[src/rtl/un_byte_striping_n_pkg.sv]
// Shared definitions for the byte-striping successors: FSM encodings,
// a constant-safe clog2 and the default link geometry.
package un_byte_striping_n_pkg;

   localparam int DEF_WIDTH = 32;
   localparam int DEF_LANES = 4;
   localparam int DEF_DEPTH = 2;

   typedef enum logic {
      ST_IDLE = 1'b0,
      ST_SEND = 1'b1
   } state_e;

   function automatic int clog2(input int value);
      int r;
      r = 0;
      while ((1 << r) < value) r = r + 1;
      return r;
   endfunction

endpackage

[src/rtl/ubs_round_fifo.sv]
// Round buffer: DEPTH entries, each holding one full lane round plus its
// word count. Push is ignored when full, pop is ignored when empty.
module ubs_round_fifo
   import un_byte_striping_n_pkg::*;
#(
   parameter int DW    = 8,
   parameter int DEPTH = 2,
   localparam int PTR_W = (DEPTH > 1) ? clog2(DEPTH) : 1,
   localparam int CNT_W = clog2(DEPTH + 1)
) (
   input  logic             clk_f,
   input  logic             reset_L,
   input  logic             push,
   input  logic             pop,
   input  logic [DW-1:0]    din,
   output logic [DW-1:0]    dout,
   output logic             full,
   output logic             empty,
   output logic [CNT_W-1:0] count
);

   logic [DW-1:0]    mem_q [DEPTH];
   logic [PTR_W-1:0] wr_ptr_q, wr_ptr_d;
   logic [PTR_W-1:0] rd_ptr_q, rd_ptr_d;
   logic [CNT_W-1:0] count_q, count_d;
   logic             push_ok, pop_ok;

   function automatic logic [PTR_W-1:0] ptr_next(input logic [PTR_W-1:0] p);
      return (p == PTR_W'(DEPTH - 1)) ? '0 : p + PTR_W'(1);
   endfunction

   always_comb begin
      push_ok  = push && !full;
      pop_ok   = pop && !empty;
      wr_ptr_d = push_ok ? ptr_next(wr_ptr_q) : wr_ptr_q;
      rd_ptr_d = pop_ok ? ptr_next(rd_ptr_q) : rd_ptr_q;
      count_d  = count_q;
      if (push_ok && !pop_ok)      count_d = count_q + CNT_W'(1);
      else if (pop_ok && !push_ok) count_d = count_q - CNT_W'(1);
   end

   // NOTE: storage has no reset; the count and pointers alone decide
   // which entries are meaningful, so flushing them is enough.
   always_ff @(posedge clk_f) begin
      if (push_ok) mem_q[wr_ptr_q] <= din;
   end

   always_ff @(posedge clk_f or negedge reset_L) begin
      if (!reset_L) begin
         wr_ptr_q <= '0;
         rd_ptr_q <= '0;
         count_q  <= '0;
      end else begin
         wr_ptr_q <= wr_ptr_d;
         rd_ptr_q <= rd_ptr_d;
         count_q  <= count_d;
      end
   end

   assign dout  = mem_q[rd_ptr_q];
   assign full  = (count_q == CNT_W'(DEPTH));
   assign empty = (count_q == '0);
   assign count = count_q;

endmodule

[src/rtl/un_byte_striping_n.sv]
// Lane unstriper: buffers rounds of LANES parallel words and replays them
// as a serial stream in lane order, honouring downstream backpressure.
module un_byte_striping_n
   import un_byte_striping_n_pkg::*;
#(
   parameter int WIDTH = DEF_WIDTH,
   parameter int LANES = DEF_LANES,
   parameter int DEPTH = DEF_DEPTH
) (
   input  logic                   clk_f,
   input  logic                   reset_L,
   input  logic [LANES*WIDTH-1:0] lane_data,
   input  logic [LANES-1:0]       lane_valid,
   output logic                   in_ready,
   output logic [WIDTH-1:0]       data_out,
   output logic                   valid_out,
   input  logic                   out_ready,
   output logic                   err_lane
);

   localparam int IDX_W = clog2(LANES);
   localparam int NW_W  = IDX_W + 1;
   localparam int DW    = LANES * WIDTH;
   localparam int EW    = DW + NW_W;
   localparam int CNT_W = clog2(DEPTH + 1);

   state_e             state_q, state_d;
   logic [WIDTH-1:0]   data_q, data_d;
   logic               valid_q, valid_d;
   logic [IDX_W-1:0]   idx_q, idx_d;
   logic               err_q, err_d;

   logic [LANES-1:0]   lv_plus1;
   logic               contig, offer, push, pop, load, drained;
   logic [NW_W-1:0]    nwords_in;
   logic [EW-1:0]      fifo_head;
   logic [DW-1:0]      head_data;
   logic [NW_W-1:0]    head_nwords;
   logic               fifo_full, fifo_empty;
   logic [CNT_W-1:0]   fifo_count;

   ubs_round_fifo #(.DW(EW), .DEPTH(DEPTH)) u_fifo (
      .clk_f   (clk_f),
      .reset_L (reset_L),
      .push    (push),
      .pop     (pop),
      .din     ({nwords_in, lane_data}),
      .dout    (fifo_head),
      .full    (fifo_full),
      .empty   (fifo_empty),
      .count   (fifo_count)
   );

   assign in_ready    = !fifo_full;
   assign head_data   = fifo_head[DW-1:0];
   assign head_nwords = fifo_head[EW-1 -: NW_W];

   // A valid mask of the form 2^k-1 has no bit in common with itself plus one.
   always_comb begin
      lv_plus1  = lane_valid + LANES'(1);
      contig    = (lane_valid & lv_plus1) == '0;
      nwords_in = '0;
      for (int i = 0; i < LANES; i++) nwords_in = nwords_in + NW_W'(lane_valid[i]);
      offer = in_ready && (lane_valid != '0);
      push  = offer && contig;
      err_d = err_q | (offer && !contig);
   end

   // NOTE: every output of this block is given a default first, so no
   // path leaves a variable unassigned and no latch is inferred.
   always_comb begin
      data_d  = data_q;
      valid_d = valid_q;
      idx_d   = idx_q;
      pop     = 1'b0;
      load    = !valid_q || out_ready;
      if (load) begin
         if (!fifo_empty) begin
            data_d  = head_data[idx_q*WIDTH +: WIDTH];
            valid_d = 1'b1;
            if ({1'b0, idx_q} == head_nwords - NW_W'(1)) begin
               pop   = 1'b1;
               idx_d = '0;
            end else begin
               idx_d = idx_q + IDX_W'(1);
            end
         end else begin
            valid_d = 1'b0;
         end
      end

      drained = pop && (fifo_count == CNT_W'(1)) && !push;
      state_d = state_q;
      case (state_q)
         ST_IDLE: if (load && !fifo_empty && !drained) state_d = ST_SEND;
         ST_SEND: if (drained) state_d = ST_IDLE;
         default: state_d = ST_IDLE;
      endcase
   end

   // NOTE: state registers use non-blocking assignments so every flop
   // samples the pre-edge values regardless of statement order.
   always_ff @(posedge clk_f or negedge reset_L) begin
      if (!reset_L) begin
         state_q <= ST_IDLE;
         data_q  <= '0;
         valid_q <= 1'b0;
         idx_q   <= '0;
         err_q   <= 1'b0;
      end else begin
         state_q <= state_d;
         data_q  <= data_d;
         valid_q <= valid_d;
         idx_q   <= idx_d;
         err_q   <= err_d;
      end
   end

   assign data_out  = data_q;
   assign valid_out = valid_q;
   assign err_lane  = err_q;

endmodule

[config.mk]
export PLATFORM = sky130hd
export DESIGN_NAME = un_byte_striping_n
export DESIGN_NICKNAME = d
export VERILOG_FILES = /design/src/rtl/un_byte_striping_n_pkg.sv /design/src/rtl/ubs_round_fifo.sv /design/src/rtl/un_byte_striping_n.sv
export SDC_FILE = /design/constraint.sdc
export NUM_CORES = 1
export LEC_CHECK = 0
export CORE_MARGIN = 2
export CORE_UTILIZATION = 50
export CTS_BUF_LIST = sky130_fd_sc_hd__clkbuf_4 sky130_fd_sc_hd__clkbuf_8 sky130_fd_sc_hd__clkbuf_16
export CTS_CLUSTER_DIAMETER = 120
export DETAILED_ROUTE_END_ITERATION = 10
export PLACE_DENSITY_LB_ADDON = 0.12
export SETUP_SLACK_MARGIN = 0.1
export SLEW_MARGIN = 20
export SYNTH_ARGS = -nofsm -noshare
export SYNTH_HDL_FRONTEND = slang
export SYNTH_SLANG_ARGS = --single-unit
[constraint.sdc]
create_clock -name clk_f -period 21.3 [get_ports clk_f]
set_input_delay 6.39 -clock clk_f [delete_from_list [all_inputs] [get_ports clk_f]]
set_output_delay 6.39 -clock clk_f [all_outputs]
set_load 0.01 [all_outputs]
# Yosys cells after proc, flatten, opt, wreduce, memory -nomap -nowiden
# Memories as Yosys holds them, arrays and structs flattened.
# Index checks and enable logic that the tools add are counted.
[word_totals]
reg_bits = 40
mem_bits_rw = 262
input_bits = 135
output_inout_bits = 35
elab_cells = 54
mem_count = 1
[mem_list]
columns = ["memory", "words", "word_bits", "read_ports", "rd_clocked_by_memory_dff", "wr", "line_no", "source"]
rows = [
  ["u_fifo.mem_q", 2, 131, 1, 0, 1, "ubs_round_fifo.sv:22", "logic [DW-1:0] mem_q [DEPTH];"],
]
[classes]
n_addsub = 10
n_eq_ne = 2
shift = 1
mux = 11
bitwise = 3
reduce_logical = 19
[op_table]
columns = ["cell", "count"]
rows = [
  ["variable part select 128 x 8 -> 32 bit", 1],
  ["two-way mux 1 bit", 8],
  ["logical AND 1 bit", 7],
  ["zero test 1 bit", 6],
  ["two-way mux 2 bit", 3],
  ["adder 2 x 1 -> 2 bit (second input constant)", 2],
  ["adder 4 x 1 -> 4 bit (second input constant)", 1],
  ["bitwise AND 4 bit", 1],
  ["zero test 4 bit", 1],
  ["nonzero test 4 bit", 1],
  ["adder 2 x 1 -> 3 bit", 1],
  ["adder 3 x 1 -> 3 bit", 1],
  ["== test 2 x 3 -> 1 bit", 1],
  ["subtractor 3 x 1 -> 3 bit (second input constant)", 1],
  ["adder 1 bit (second input constant)", 2],
  ["adder 1 x 1 -> 2 bit", 1],
  ["== test 2 bit (second input constant)", 1],
  ["zero test 2 bit", 1],
  ["AND reduction 2 bit", 1],
  ["nonzero test 2 bit", 1],
  ["subtractor 2 x 1 -> 2 bit (second input constant)", 1],
  ["logical OR 1 bit", 1],
  ["inverter 1 bit", 1],
  ["OR 1 bit", 1],
]

# Longest topological paths before layout
# An unclocked memory read counts as a cell.
[logic_depth]
ltp_word = 10
ltp_mapped = 11
ltp_nobuf = 9

# Cells and area by module
# Synthesis repeated with hierarchy kept, for this count alone.
[unflattened]
cells_unflattened = 646
area_unflattened_um2 = 12385.6
[by_module_without_submodules]
columns = ["mod", "instances", "cells_each", "area_each_um2", "seq_area_each_um2"]
rows = [
  ["ubs_round_fifo", 1, 427, 9980.8, 7967.6],
  ["un_byte_striping_n", 1, 219, 2404.8, 900.9],
]

# Worst setup path after synthesis
# Ideal clock, no wire load.
[synth_timing]
path_kind = "input port to flip-flop"
start = "input lane_valid[0]"
end = "memory u_fifo.mem_q[0][0] in the netlist's numbering, enable pin"
setup_time_ns = 0.623
arrival_time_ns = 12.519
required_ns = 20.677
setup_slack_ns = 8.158
cell_stages = 5
path_buffers = 0
cell_sequence = "inv_1 > ha_1 > a221oi_1 > nand2_1 > nor2_1"
[synth_via]
elab_chain_cells = 7
word_cells_on_any_way = 9
classes_between = "1 x add/sub; 2 x mux; 1 x bitwise; 5 x reduce/logical"
[synth_lines]
columns = ["element", "line_no", "source"]
rows = [
  ["start: declaration", "un_byte_striping_n.sv:13", "input logic [LANES-1:0] lane_valid,"],
  ["adder 4 x 1 -> 4 bit", "un_byte_striping_n.sv:60", "lv_plus1 = lane_valid + LANES'(1);"],
  ["bitwise AND 4 bit", "un_byte_striping_n.sv:61", "contig = (lane_valid & lv_plus1) == '0;"],
  ["zero test 4 bit", "un_byte_striping_n.sv:61", ""],
  ["logical AND 1 bit *", "un_byte_striping_n.sv:65", "push = offer && contig;"],
  ["logical AND 1 bit *", "ubs_round_fifo.sv:33", "push_ok = push && !full;"],
  ["two-way mux 1 bit *", "ubs_round_fifo.sv:45", "if (push_ok) mem_q[wr_ptr_q] <= din;"],
  ["two-way mux 1 bit (not written as such) *", "ubs_round_fifo.sv:45", ""],
  ["end: declaration", "ubs_round_fifo.sv:22", ""],
]
# Every way passes the cells marked *; elsewhere a longest branch is shown, timed or not.

# Final worst setup path
[layout_timing]
start = "input lane_valid[0]"
end = "memory u_fifo.mem_q[0][35] in the netlist's numbering, enable pin"
# Same word-level chain as after synthesis.

==> results.toml <==
[route]
wire_per_inst_um = 20.7
vias = 6416
wl_mm = 24.0
dr.first_iter.drc_count = 464
via_per_inst = 5.52
firstDrtPassIters = 5
drcViolationCount = 0
ant_nets = 0

[logic_synthesis]
synth_cell_type_count = 29
syn_avg_cell_area_um2 = 17.0
ys_warn_count = 0
ys_seq_area_share_pct = 76.4
synth_nets = 826
syn_inst = 683
synth-seq-cells = 302
syn-cell-area_mm2 = 0.0116

[sta]
hold_viol_final = 0
fmax_ghz = 0.104
worst_slew_pin_slew_ns = 1.10
setup_viol = 0
slew_headroom_pct = 26.5
fin_crit_sh_pct = 45.0
period_needed_ns = 9.59
hold_ws_ns = 0.471
tns_ns = 0
skew_ns = 0.0119
maxSlewViolCount = 0
rsz0062_at_grt = "no"

[final_layout]
syn_to_final_growth_pct = 25.1
drive_gt1_share_pct = 7.53
final_common_cell = "edfxtp_1"
fin_nets = 996
num-fill-cells = 1656
final_cell_mix = "edfxtp_1, clkdlybuf4s50_1, mux2i_1, nand2_1, a22oi_1"
diodes = 0

[pwr]
p_comb_share_pct = 28.9
clkPwrFrac_pct = 26.6
max-vdd-ir-drop_mv = 0.0670
p_int_uw = 1280
p_sw_share_pct = 30.7
power_switching_uw = 566
p_leak_uw = 0.00535
power_density_mw_per_mm2 = 127
seq_power_share_pct = 44.5

[global_routing]
grt_max_degree = 82
grt_pass1_vias = 6627
track_usage_pct = 19.6
grt_pass1_wl_mm = 36.4
grt_overflow = 0
antenna_found_initial = 0

[setup_path]
path_max_fanout = 65
startpoint_type = "input pin"
critPathSlowestCell = "buf_4"
end_kind = "flop"
worstPathCellList = "clkdlybuf4s50_1, inv_1, ha_1, a221oi_1, nand2_1, nor2_4, buf_4, buf_4"
crit_required_ns = 21.47
cp_slowest_stage_delay_ns = 0.79
crit_arrival_ns = 9.76
cp_common_cell = "buf_4"
critPathKind = "in -> reg"

[placed_design]
io_buffers = 169
dp_hpwl_mm = 14.3
gp_congestion = 0.733

[die]
start_util_pct = 51.1
row_count = 55
dieArea_mm2 = 0.0244
die_x_um = 156
core_mm2 = 0.0227
io_pins = 170
die_y_um = 156

[cts]
cts.path.max_buffers = 3
clk_pin_slew_ns = 0.06
hold_buffers = 0
cts.sinks = 302
htree_levels = 1
cts_root_buf = "clkbuf_16"
clk_latency_ns = 0.54
cts_setup_buffers = 0
cts_resized = 0
cts_buffers = 30
cts_tree = "built"

[run]
maxCapViolCount = 0

[min_path]
worst_hold_path_type = "reg -> reg"

[run_status]
status = "finished, final reports clean"
[critical path, delay by kind of cell]
| family | cells | cell delay [ns] |
|---|---|---|
| buffers and inverters | 4 | 2.06 |
| adders and majority gates | 1 | 0.20 |
| AOI/OAI and AO/OA | 1 | 0.33 |
| and+or+nand+nor | 2 | 0.65 |
[synthesized netlist by cell type]
cell type	count	share of area (%)
a21boi_1	1	0.065
a221oi_1	1	0.075
a22oi_1	64	4.1
and2_1	1	0.054
and3_1	1	0.054
buf_1	1	0.032
buf_2	14	0.60
buf_6	1	0.097
clkbuf_1	22	0.71
dfrtp_1	40	8.6
edfxtp_1	262	68
fa_1	1	0.17
ha_1	7	0.75
inv_1	7	0.23
mux2i_1	131	11
nand2_1	69	2.2
nand2b_1	4	0.22
nand3_1	34	1.5
nor2_1	5	0.16
nor2b_1	2	0.11
o211ai_1	1	0.065
o21a_1	1	0.065
o21ai_1	2	0.086
o31ai_1	1	0.065
o41ai_1	1	0.075
or4_4	1	0.097
xnor2_1	4	0.30
xnor2_2	1	0.14
xor2_1	3	0.23
[cell families (layout without fill, tap and decap cells)]
| group | count (synthesis) | after routing | share of synthesized area (%) |
|---|---|---|---|
| AND/OR/NAND/NOR | 117 | 117 | 4.39 |
| flip-flops | 302 | 302 | 76.4 |
| adder cells (fa/ha/maj) | 8 | 8 | 0.927 |
| buffers and inverters | 45 | 239 | 1.67 |
| AO/OA/AOI/OAI | 72 | 72 | 4.64 |
| XOR/XNOR | 8 | 8 | 0.668 |
| multiplexers | 131 | 131 | 11.3 |
[final cells by class]
cell class                      instances  area [um^2]  share of cell area (%)
Sequential cell                       302         8870                    61.1
Clock buffer                           36          813                    5.60
Multi-Input combinational cell        336         2590                    17.8
Timing Repair Buffer                  176         1740                    12.0
Inverter                                7         26.3                   0.181
Tap cell                              285          357                    2.46
Clock inverter                         20          120                   0.827
[sequential cells by signal (all words and copies together), names as in the netlist]
| signal | count |
|---|---|
| u_fifo.wr_ptr_q | 1 |
| u_fifo.rd_ptr_q | 1 |
| idx_q | 2 |
| err_lane | 1 |
| u_fifo.mem_q | 262 |
| data_out | 32 |
| u_fifo.count | 2 |
| valid_out | 1 |
[layer usage]
metal	global-route usage (%)	wire [um]
met1	25.6	10100
met4	4.85	359
met2	34.2	12100
met5	0	0
met3	3.71	1460
[power groups by stage]
| stage | Clock (uW) | Sequential [uW] | Combinational [uW] |
|---|---|---|---|
| 6_report | 490 | 821 | 533 |
| 5_1_grt | 524 | 831 | 585 |
| 3_3_place_gp | 0 | 828 | 525 |
| 3_5_place_dp | 0 | 834 | 537 |
| 2_1_floorplan | 0 | 827 | 344 |
| 4_1_cts | 502 | 823 | 541 |
[per-stage QoR]
step	total power, uW	setup slack (ns)	cells	area, um^2	util, %
finish	1840	11.71	1162	14500	64.0
CTS	1870	11.67	1162	14500	63.9
floorplan	1170	8.16	683	11600	-
detailed placement	1370	11.10	1106	13600	59.8
global placement	1350	11.31	1106	13600	59.8
global route	1940	11.46	1162	14500	64.0
[final timing paths]
| kind | start | endpoint | slack (ns) | depth (start not counted) |
|---|---|---|---|---|
| max in group asynchronous | reset_L | u_fifo.rd_ptr_q$_DFFE_PN0P_ | 14.87 | 2 |
| setup / recovery | lane_valid[0] | u_fifo.mem_q[0][35]$_DFFE_PP_ | 11.71 | 8 |
| hold / removal | err_lane$_DFF_PN0_ | err_lane$_DFF_PN0_ | 0.47 | 1 |
| hold reg to reg | err_lane$_DFF_PN0_ | err_lane$_DFF_PN0_ | 0.47 | 1 |
| min in group asynchronous | reset_L | err_lane$_DFF_PN0_ | 5.95 | 2 |
| setup reg to reg | u_fifo.count[0]$_DFFE_PN0P_ | u_fifo.mem_q[0][35]$_DFFE_PP_ | 17.78 | 6 |
Note: power is estimated with default switching activity, not from simulation.
